`src/rtl/br_tag_alloc.sv`:
```
// Branch-tag allocator and speculation-mask controller: in-order multi-slot tag grant, free/squash on resolve.
// Optional BR_TAG_BYPASS_EN: a tag freed by a correct resolution is allocatable in the same cycle.
module br_tag_alloc #(
  parameter int NUM_TAGS = 8,
  parameter int DISP_W   = 2,
  localparam int CNT_W   = $clog2(NUM_TAGS + 1)
) (
  input  logic                             clk,
  input  logic                             rst,
  input  logic [DISP_W-1:0]                alloc_req_i,
  output logic [DISP_W-1:0]                alloc_gnt_o,
  output logic [DISP_W-1:0][NUM_TAGS-1:0]  alloc_bit_o,
  output logic [DISP_W-1:0][NUM_TAGS-1:0]  alloc_mask_o,
  input  logic                             res_valid_i,
  input  logic                             res_wrong_i,
  input  logic [NUM_TAGS-1:0]              res_bit_i,
  input  logic [NUM_TAGS-1:0]              res_dep_mask_i,
  output logic [NUM_TAGS-1:0]              clr_bit_o,
  output logic [NUM_TAGS-1:0]              squash_mask_o,
  output logic [NUM_TAGS-1:0]              cur_mask_o,
  output logic [CNT_W-1:0]                 free_cnt_o,
  output logic                             full_o,
  output logic                             err_o
);

  localparam logic [NUM_TAGS-1:0] ONE_TAG = NUM_TAGS'(1);

  logic [NUM_TAGS-1:0] mask_reg, mask_next;
  logic [CNT_W-1:0]    cnt_reg, cnt_next;
  logic                err_reg, err_next;

  logic                res_ok, res_bad;
  logic [NUM_TAGS-1:0] eff_mask, pool;
  logic [NUM_TAGS-1:0] avail, pick, acc;
  logic                blocked;

  logic [DISP_W-1:0]               gnt_comb;
  logic [DISP_W-1:0][NUM_TAGS-1:0] bit_comb;
  logic [DISP_W-1:0][NUM_TAGS-1:0] amask_comb;

  assign res_ok   = res_valid_i & ~res_wrong_i;
  assign res_bad  = res_valid_i & res_wrong_i;
  assign eff_mask = res_ok ? (mask_reg & ~res_bit_i) : mask_reg;

`ifdef BR_TAG_BYPASS_EN
  assign pool = ~eff_mask;
`else
  assign pool = ~mask_reg;
`endif

  // In-order grant: a requesting slot that finds the pool empty blocks every younger slot.
  always_comb begin
    gnt_comb   = '0;
    bit_comb   = '0;
    amask_comb = '0;
    avail      = pool;
    pick       = '0;
    blocked    = 1'b0;
    acc        = eff_mask;
    for (int k = 0; k < DISP_W; k++) begin
      if (alloc_req_i[k] && !blocked && !res_bad) begin
        if (avail != '0) begin
          pick        = avail & (~avail + ONE_TAG);
          gnt_comb[k] = 1'b1;
          bit_comb[k] = pick;
          avail       = avail & ~pick;
        end else begin
          blocked = 1'b1;
        end
      end
      amask_comb[k] = acc;
      acc           = acc | bit_comb[k];
    end
  end

  always_comb begin
    mask_next = res_bad ? (mask_reg & res_dep_mask_i) : acc;
    cnt_next  = '0;
    for (int i = 0; i < NUM_TAGS; i++) begin
      if (!mask_next[i]) cnt_next = cnt_next + CNT_W'(1);
    end
    err_next = err_reg |
               (res_valid_i & (!$onehot(res_bit_i) ||
                               ((res_bit_i & mask_reg) == '0) ||
                               ((res_dep_mask_i & res_bit_i) != '0)));
  end

  always_ff @(posedge clk) begin
    if (rst) begin
      mask_reg <= '0;
      cnt_reg  <= CNT_W'(NUM_TAGS);
      err_reg  <= 1'b0;
    end else begin
      mask_reg <= mask_next;
      cnt_reg  <= cnt_next;
      err_reg  <= err_next;
    end
  end

  for (genvar gi = 0; gi < DISP_W; gi++) begin : g_slot
    assign alloc_gnt_o[gi]  = gnt_comb[gi];
    assign alloc_bit_o[gi]  = bit_comb[gi];
    assign alloc_mask_o[gi] = amask_comb[gi];
  end

  assign clr_bit_o     = res_valid_i ? res_bit_i : '0;
  assign squash_mask_o = res_bad ? (mask_reg & ~res_dep_mask_i) : '0;
  assign cur_mask_o    = mask_reg;
  assign free_cnt_o    = cnt_reg;
  assign full_o        = &mask_reg;
  assign err_o         = err_reg;

endmodule

```
`config.mk`:
```
export PLATFORM = sky130hd
export DESIGN_NAME = br_tag_alloc
export DESIGN_NICKNAME = d
export VERILOG_FILES = /design/src/rtl/br_tag_alloc.sv
export SDC_FILE = /design/constraint.sdc
export NUM_CORES = 1
export LEC_CHECK = 0
export CORE_AREA = 10 10 82 84
export CTS_CLUSTER_SIZE = 20
export DETAILED_ROUTE_END_ITERATION = 8
export DIE_AREA = 0 0 92 94
export PLACE_DENSITY = 0.79
export SLEW_MARGIN = 5
export SYNTH_ARGS = -nofsm -noshare
export SYNTH_HDL_FRONTEND = slang
export SYNTH_SLANG_ARGS = --single-unit
export TNS_END_PERCENT = 10
```
`constraint.sdc`:
```
create_clock -name clk -period 7.5 [get_ports clk]
set_clock_uncertainty 0.2 [all_clocks]
set_input_delay 1.125 -clock clk [delete_from_list [all_inputs] [get_ports clk]]
set_output_delay 1.125 -clock clk [all_outputs]
set_load 0.1 [all_outputs]
```
==> results.toml, run 1 <==
[status]
outcome = "complete, no violations"

[routing]
drtAntennaViolNets = 0
vias = 2407
first_iter_violations = 277
wire_per_inst_um = 17.6
drt_wl_total_mm = 7.52
firstDrtPassIters = 5
post-route-drc-count = 0
avgViaCountPerCell = 5.64

[finish]
diodes = 0
layout_commonest_cell = "clkdlybuf4s50_1"
nFillCells = 474
nets = 394
syn_to_final_growth_pct = 39.9
drive_above_1_share = 0.112
layout_common_cells = "clkdlybuf4s50_1 (85), nor2_1 (29), nand2_1 (29), inv_1 (20), dfxtp_1 (13)"

[clock_network]
cts_hold_buf = 0
cts_root_buffer = "clkbuf_8"
clkSinkCount = 13
cts_tree = "done"
clk_latency_ns = 0.25
clkTransAtPathRegs_ns = 0.05
cts_resized = 0
cts_buffers = 3
postCtsSetupBuffers = 0
cts_buffer_depth = 2
cts_htree_levels = 1

[synthesis]
ys.flop_type = "dfxtp_1"
synthArstFlopShare = 0
seq_area_frac_synth = 0.118
synth_seq_cells = 13
netlist_area_um2 = 2210
syn_avg_cell_area_um2 = 7.67
syn_inst = 288
synth_edf_count = 0
yosys_warnings = 0
syn_nets = 324
ys_types = 74

[timing]
fmax_mhz = 144
finalHoldViolCount = 0
drv_slew = 0
maxSlewHeadroom = 0.334
rsz0062_at_grt = "no"
fin_ws_ns = 0.559
setup-tns-final_ns = 0
tightest_slew_ns = 0.995
finalCritPeriodShare = 0.925
setup_viol = 0
post-route-min-period_ns = 6.94

[power_and_ir_drop]
finalPower_uw = 762
irDropWorstVdd_v = 0.000314
powerDensity_nw_per_um2 = 247
p_leak_nw = 1.17

[critical_path]
critPathMaxStageDelay_ns = 0.58
arrival_ns = 6.86
cpMostUsedCell = "ha_1"
critPathBufInv = 3
crit_path_end_kind = "flop"
criticalPathCategory = "in2reg"
startpoint_type = "input pin"
crit_family = "adder cells"
crit_slowest_cell = "clkdlybuf4s50_1"
cp.required_ns = 7.42
crit_fanout = 11

[global_routing]
antenna_found_initial = 0
grt_max_degree = 21
grt_first_pass_wirelength_mm = 12.3
grt_usage = 0.169
grt_pass1_vias = 2407
gr-total-overflow = 0

[hold_path]
hold_path_class = "reg2reg"

[placed_design]
gp_congestion = 0.988
place_ws_ns = 0.359
hpwl_mm = 6.00
port_buffers = 85

[floorplanning]
start_util = 0.435
die_y_um = 94
die_w_um = 92
core-area_um2 = 5070
dieArea_um2 = 8650
std_cell_rows = 26
io-pin-count = 86

[job]
cap_violations = 0
==> metal layers <==
| layer | track usage | share of wire | wire (um) |
|---|---|---|---|
| met5 | 0 | 0 | 0 |
| met2 | 0.278 | 0.45 | 3390 |
| met1 | 0.216 | 0.45 | 3400 |
| met4 | 0.0566 | 0.016 | 121 |
| met3 | 0.0320 | 0.081 | 607 |
==> worst paths after layout <==
kind	start	endpoint	slack (ns)	cells after the start
setup / recovery	res_wrong_i	free_cnt_o[2]$_SDFF_PP0_	0.56	26
hold / removal	err_o$_SDFF_PP0_	err_o$_SDFF_PP0_	0.28	2
hold reg to reg	err_o$_SDFF_PP0_	err_o$_SDFF_PP0_	0.28	2
setup reg to reg	cur_mask_o[0]$_SDFF_PP0_	free_cnt_o[2]$_SDFF_PP0_	1.70	24
==> flip-flops by register name (all words and copies together), names as in the netlist <==
| name | cells |
|---|---|
| err_o | 1 |
| cur_mask_o | 8 |
| free_cnt_o | 4 |
==> cell usage after synthesis (all sizes together) (3+ instances only) <==
master | count | share of area
o31ai | 4 | 0.016
xor2 | 5 | 0.035
a21bo | 3 | 0.014
dfxtp | 13 | 0.12
and3b | 3 | 0.012
a31o | 3 | 0.016
a31oi | 4 | 0.025
fa | 4 | 0.036
clkbuf | 10 | 0.017
buf | 13 | 0.044
or2 | 6 | 0.017
nand2 | 29 | 0.049
a221oi | 3 | 0.012
a22oi | 4 | 0.014
nor3 | 12 | 0.027
inv | 22 | 0.037
nor2 | 30 | 0.052
o21ai | 11 | 0.025
nand4 | 6 | 0.017
o21a | 3 | 0.010
a21oi | 10 | 0.024
o211ai | 5 | 0.022
and2 | 11 | 0.031
ha | 10 | 0.057
nor3b | 4 | 0.014
nand3 | 11 | 0.025
xnor2 | 11 | 0.059
a21boi | 3 | 0.014
==> layout make-up <==
| class | instances | area (um^2) | share of cell area |
|---|---|---|---|
| Tap cell | 70 | 87.6 | 0.0283 |
| Clock buffer | 4 | 45.0 | 0.0146 |
| Sequential cell | 13 | 260 | 0.0842 |
| Multi-Input combinational cell | 230 | 1740 | 0.564 |
| Inverter | 22 | 82.6 | 0.0267 |
| Timing Repair Buffer | 88 | 873 | 0.283 |
==> kinds of logic after synthesis <==
family | synth area share
flops | 0.118
mux | 0.0142
compound gates | 0.288
fa+ha+maj | 0.0929
xor+xnor | 0.105
buf+inv | 0.0986
simple gates | 0.284
==> worst min-delay path, delay by kind of cell, from the launching register on <==
family / cells / cell delay [ns]
flops: 1 / 0.33
compound gates: 1 / 0.04
simple gates: 1 / 0.07
==> stage by stage <==
step,hold WS (ns),area [um^2],instances,util
final,0.282,3090,427,0.609
after global routing,0.305,3090,427,0.609
after CTS,0.287,3090,427,0.609
after detailed placement,0.274,3050,423,0.600
after global placement,0.255,3050,423,0.600
after floorplan,0.757,2220,288,-
==> report_power, final <==
group          switching (mW)  internal (mW)
Clock                  0.0267         0.0376
Combinational           0.367          0.236
Sequential             0.0129         0.0822
No activity file was read; power rests on OpenSTA's default activity.
==> run 2, diff against run 1 <==
- SETUP_SLACK_MARGIN: not set -> 0.15
- clock period: 7.5 -> 7.1 ns (I/O delays scaled with it)
==> results.toml, run 2 (synthesis results as in run 1) <==
[status]
outcome = "complete, no violations"

[finish]
postLayoutCoreUtil = 0.616
layout_commonest_cell = "clkdlybuf4s50_1"
syn_to_final_growth_pct = 41.5
diodes = 0
nets = 398
largest_reg_flops = 8
multi_input_area_um2 = 1750
drive_above_1_share = 0.125
layout_common_cells = "clkdlybuf4s50_1 (85), nor2_1 (29), nand2_1 (29), inv_1 (20), dfxtp_1 (13)"
nFillCells = 475
regArea_um2 = 260

[critical_path]
crit_fanout = 8
criticalPathCategory = "in2reg"
arrival_ns = 6.46
crit_path_end_kind = "flop"
reg2reg_setup_slack_ns = 1.40
critPathLaunch = "res_valid_i"
setup.worst_path.end = "free_cnt_o[2]$_SDFF_PP0_"
cp.required_ns = 7.02
reg2reg_depth = 24
crit-reg2reg-launch = "cur_mask_o[0]$_SDFF_PP0_"
r2r-end = "free_cnt_o[2]$_SDFF_PP0_"
startpoint_type = "input pin"

[power_and_ir_drop]
p_leak_nw = 1.19
powerDensity_nw_per_um2 = 261
finalPower_uw = 815
irDropWorstVdd_v = 0.000285

[clock_network]
clkSinkCount = 13
cts_htree_levels = 1
clk_latency_ns = 0.25
cts_root_buffer = "clkbuf_8"
cts_buffers = 3
clkTransAtPathRegs_ns = 0.05
cts_tree = "done"
cts_buffer_depth = 2

[floorplanning]
die_w_um = 92
dieArea_um2 = 8650
die_y_um = 94
std_cell_rows = 26
start_util = 0.435
io-pin-count = 86
core-area_um2 = 5070

[timing]
holdWs_ns = 0.268
maxSlewHeadroom = 0.321
rsz0062_at_grt = "no"
finalHoldViolCount = 0
finalCritPeriodShare = 0.921
drv_slew = 0
post-route-min-period_ns = 6.54
tightest_slew_ns = 1.02
setup_viol = 0
fmax_mhz = 153

[routing]
post-route-drc-count = 0
drtAntennaViolNets = 0
avgViaCountPerCell = 5.73
firstDrtPassIters = 6
wire_per_inst_um = 18.3
drt_wl_total_mm = 7.87
first_iter_violations = 236
vias = 2469

[hold_path]
hold_start = "err_o$_SDFF_PP0_"
hold_path_class = "reg2reg"

[global_routing]
grt_first_pass_wirelength_mm = 12.5
antenna_found_initial = 0
grt_pass1_vias = 2368
grt_max_degree = 21
gr-total-overflow = 0
grt_usage = 0.175

[job]
cap_violations = 0

[placed_design]
port_buffers = 85
gp_congestion = 0.959
hpwl_mm = 6.28
## run 2: report_power, final
part,internal (mW),total (mW),switching (mW),leakage [nW]
clock network,0.0398,0.0691,0.0294,0.0228
logic,0.251,0.648,0.397,1.06
registers,0.0869,0.0977,0.0108,0.107
total,0.377,0.815,0.437,1.19
## run 2: final cells by class
type / instances / share of cell area
sequential: 13 / 0.0833
multi-input combinational: 230 / 0.559
inverter: 22 / 0.0264
tap: 70 / 0.0280
clock buffer: 4 / 0.0144
timing repair buffer: 92 / 0.289
## run 2: timing repair
item                                    4_1_cts  5_1_grt
endpoints found under the setup margin        0        2
hold buffers                                  0        0
setup buffers                                 0        0
resized for setup                             0        1
endpoints found under the hold margin         0        0
## run 2: layer usage
metal  share of wire  global-route usage  routed length [um]
met1            0.46               0.221                3580
met2            0.45               0.294                3550
met3           0.076              0.0344                 599
met4           0.017              0.0501                 136
met5               0                   0                   0
## run 2: worst min path at each step
stage	end	cells after the start
after global placement	err_o$_SDFF_PP0_	2
final	err_o$_SDFF_PP0_	2
after detailed placement	err_o$_SDFF_PP0_	2
after CTS	err_o$_SDFF_PP0_	2
after global routing	err_o$_SDFF_PP0_	2
after floorplan	err_o$_SDFF_PP0_	2
## run 2: worst max-delay path, cell delays in order
cell and delay, ns:
clkdlybuf4s50_1 0.59, and2b_1 0.23, nand2_1 0.07, nand2_1 0.07, inv_1 0.04, or2_2 0.32
o31ai_2 0.41, ha_1 0.39, xor2_4 0.26, inv_1 0.07, ha_1 0.26, a211o_1 0.25
o21a_1 0.12, ha_1 0.30, nand2_1 0.13, nand2_1 0.08, ha_1 0.30, nor2_1 0.18
a31oi_4 0.06, ha_1 0.33, mux2_2 0.28, ha_1 0.19, nand2_1 0.07, xor2_1 0.17
xnor2_1 0.14, nor2_1 0.05
## run 2: stage by stage
step	cell area, um^2	setup TNS [ns]	std cells	worst slack (ns)
after floorplan	2220	-2.22	288	-0.793
after global placement	3080	0	427	0.332
after detailed placement	3080	0	427	0.146
after CTS	3120	0	431	0.398
after global routing	3130	0	431	0.153
final	3130	0	431	0.558
==> run 3, diff against run 2 <==
- CORE_AREA: 10 10 82 84 -> 10 10 85 87
- CTS_BUF_LIST: not set -> sky130_fd_sc_hd__clkbuf_2 sky130_fd_sc_hd__clkbuf_4 sky130_fd_sc_hd__clkbuf_8
- DIE_AREA: 0 0 92 94 -> 0 0 95 97
- PLACE_DENSITY: 0.79 -> 0.77
- clock period: 7.1 -> 5.8 ns (I/O delays scaled with it)
==> results.toml, run 3 (synthesis results as in run 1) <==
[timing]
maxSlewHeadroom = 0.340
drv_slew = 0
finalHoldViolCount = 0
finalCritPeriodShare = 0.933
fmax_mhz = 185
rsz0062_at_grt = "no"
tightest_slew_ns = 0.988
post-route-min-period_ns = 5.41
setup-tns-final_ns = 0
setup_viol = 0

[routing]
first_iter_violations = 201
drt_wl_total_mm = 7.69
post-route-drc-count = 0
drtAntennaViolNets = 0
vias = 2493
firstDrtPassIters = 4
avgViaCountPerCell = 5.44
wire_per_inst_um = 16.8

[global_routing]
grt_max_degree = 21
grt_usage = 0.159
gr-total-overflow = 0
grt_pass1_vias = 2448
antenna_found_initial = 0
grt_first_pass_wirelength_mm = 12.3

[job]
cap_violations = 0

[clock_network]
cts_buffers = 3
clkSinkCount = 13
cts_tree = "done"
clk_latency_ns = 0.24
cts_root_buffer = "clkbuf_8"
clkTransAtPathRegs_ns = 0.05
cts_htree_levels = 1
cts_buffer_depth = 2

[finish]
syn_to_final_growth_pct = 53.3
diodes = 0
nets = 423
largest_reg_flops = 8
drive_above_1_share = 0.306
layout_common_cells = "buf_4 (63), clkdlybuf4s50_1 (50), nor2_1 (27), nand2_1 (27), inv_1 (20)"
post-route-cell-area_um2 = 3390
layout_commonest_cell = "buf_4"

[power_and_ir_drop]
p_leak_nw = 1.43
powerDensity_nw_per_um2 = 337
irDropWorstVdd_v = 0.000347

[floorplanning]
die_y_um = 97
dieArea_um2 = 9220
std_cell_rows = 27
die_w_um = 95
io-pin-count = 86
core-area_um2 = 5470
start_util = 0.404

[hold_path]
hold_path_class = "reg2reg"

[placed_design]
post_dp_cell_area_um2 = 3250
gp_congestion = 0.915
port_buffers = 85
hpwl_mm = 6.27

[status]
outcome = "complete, no violations"

[critical_path]
startpoint_type = "input pin"
arrival_ns = 5.32
crit_path_end_kind = "flop"
criticalPathCategory = "in2reg"
cp.required_ns = 5.71
crit_fanout = 11
[run 3: where the power goes]
group	internal (mW)	leakage, nW	total, mW	switching [mW]
clock network	0.0531	0.0262	0.0842	0.0311
logic	0.410	1.30	0.934	0.525
registers	0.106	0.108	0.121	0.0143
total	0.569	1.43	1.14	0.570
[run 3: area by class of cell]
type                    instances  area (um^2)
multi-input cells             230         1880
flip-flops and latches         13          264
inverters                      22         82.6
repair buffers                117         1020
fillers                       478         2090
clock buffers                   4         48.8
well taps                      72         90.1
[run 3: path summary, 6_finish.rpt]
| kind | end | slack (ns) | startpoint | depth (start not counted) |
|---|---|---|---|---|
| max | free_cnt_o[2]$_SDFF_PP0_ | 0.39 | res_valid_i | 27 |
| min | err_o$_SDFF_PP0_ | 0.27 | err_o$_SDFF_PP0_ | 2 |
| max reg2reg | free_cnt_o[2]$_SDFF_PP0_ | 0.99 | cur_mask_o[0]$_SDFF_PP0_ | 25 |
| min reg2reg | err_o$_SDFF_PP0_ | 0.27 | err_o$_SDFF_PP0_ | 2 |
[run 3: per-layer routing]
layer	track usage	share of wire	wire length [um]	vias up
li1	-	-	-	1223
met1	0.192	0.41	3140	1158
met2	0.268	0.48	3710	104
met3	0.0339	0.097	745	8
met4	0.0549	0.012	96	0
met5	0	0	0	-
[run 3: repair_timing]
item / 4_1_cts / 5_1_grt
hold buffers: 0 / 0
endpoints found under the setup margin: 3 / 3
gates resized for setup: 9 / 4
pin swaps: 2 / 2
cloned: 0 / 0
setup buffers: 2 / 1
hold endpoints to repair: 0 / 0
[run 3: worst max-delay path, cell delays in order]
cell and delay [ns]:
dlygate4sd2_1 0.27, buf_4 0.19, a21bo_1 0.26, nor3_2 0.17, nor2_1 0.06, nor2_1 0.12, a31oi_2 0.07, buf_4 0.17
ha_4 0.29, xor2_4 0.15, inv_1 0.06, ha_1 0.26, a211o_1 0.28, o21a_1 0.15, ha_4 0.23, nand2_2 0.06
nand2_1 0.06, ha_1 0.30, nor2_2 0.05, a31oi_4 0.19, ha_4 0.22, mux2_4 0.28, ha_4 0.16, nand2_2 0.05
xor2_1 0.17, xnor2_1 0.14, nor2_1 0.05
[run 3: per-stage QoR]
step / power (mW) / utilization / hold slack, ns / setup slack (ns) / instances
floorplan: 0.814 / - / 0.742 / -0.730 / 288
global placement: 0.997 / 0.594 / 0.267 / -0.165 / 451
detailed placement: 1.03 / 0.594 / 0.261 / -0.328 / 451
CTS: 1.14 / 0.615 / 0.273 / 0.175 / 457
global route: 1.22 / 0.619 / 0.327 / 0.156 / 458
finish: 1.14 / 0.619 / 0.271 / 0.390 / 458
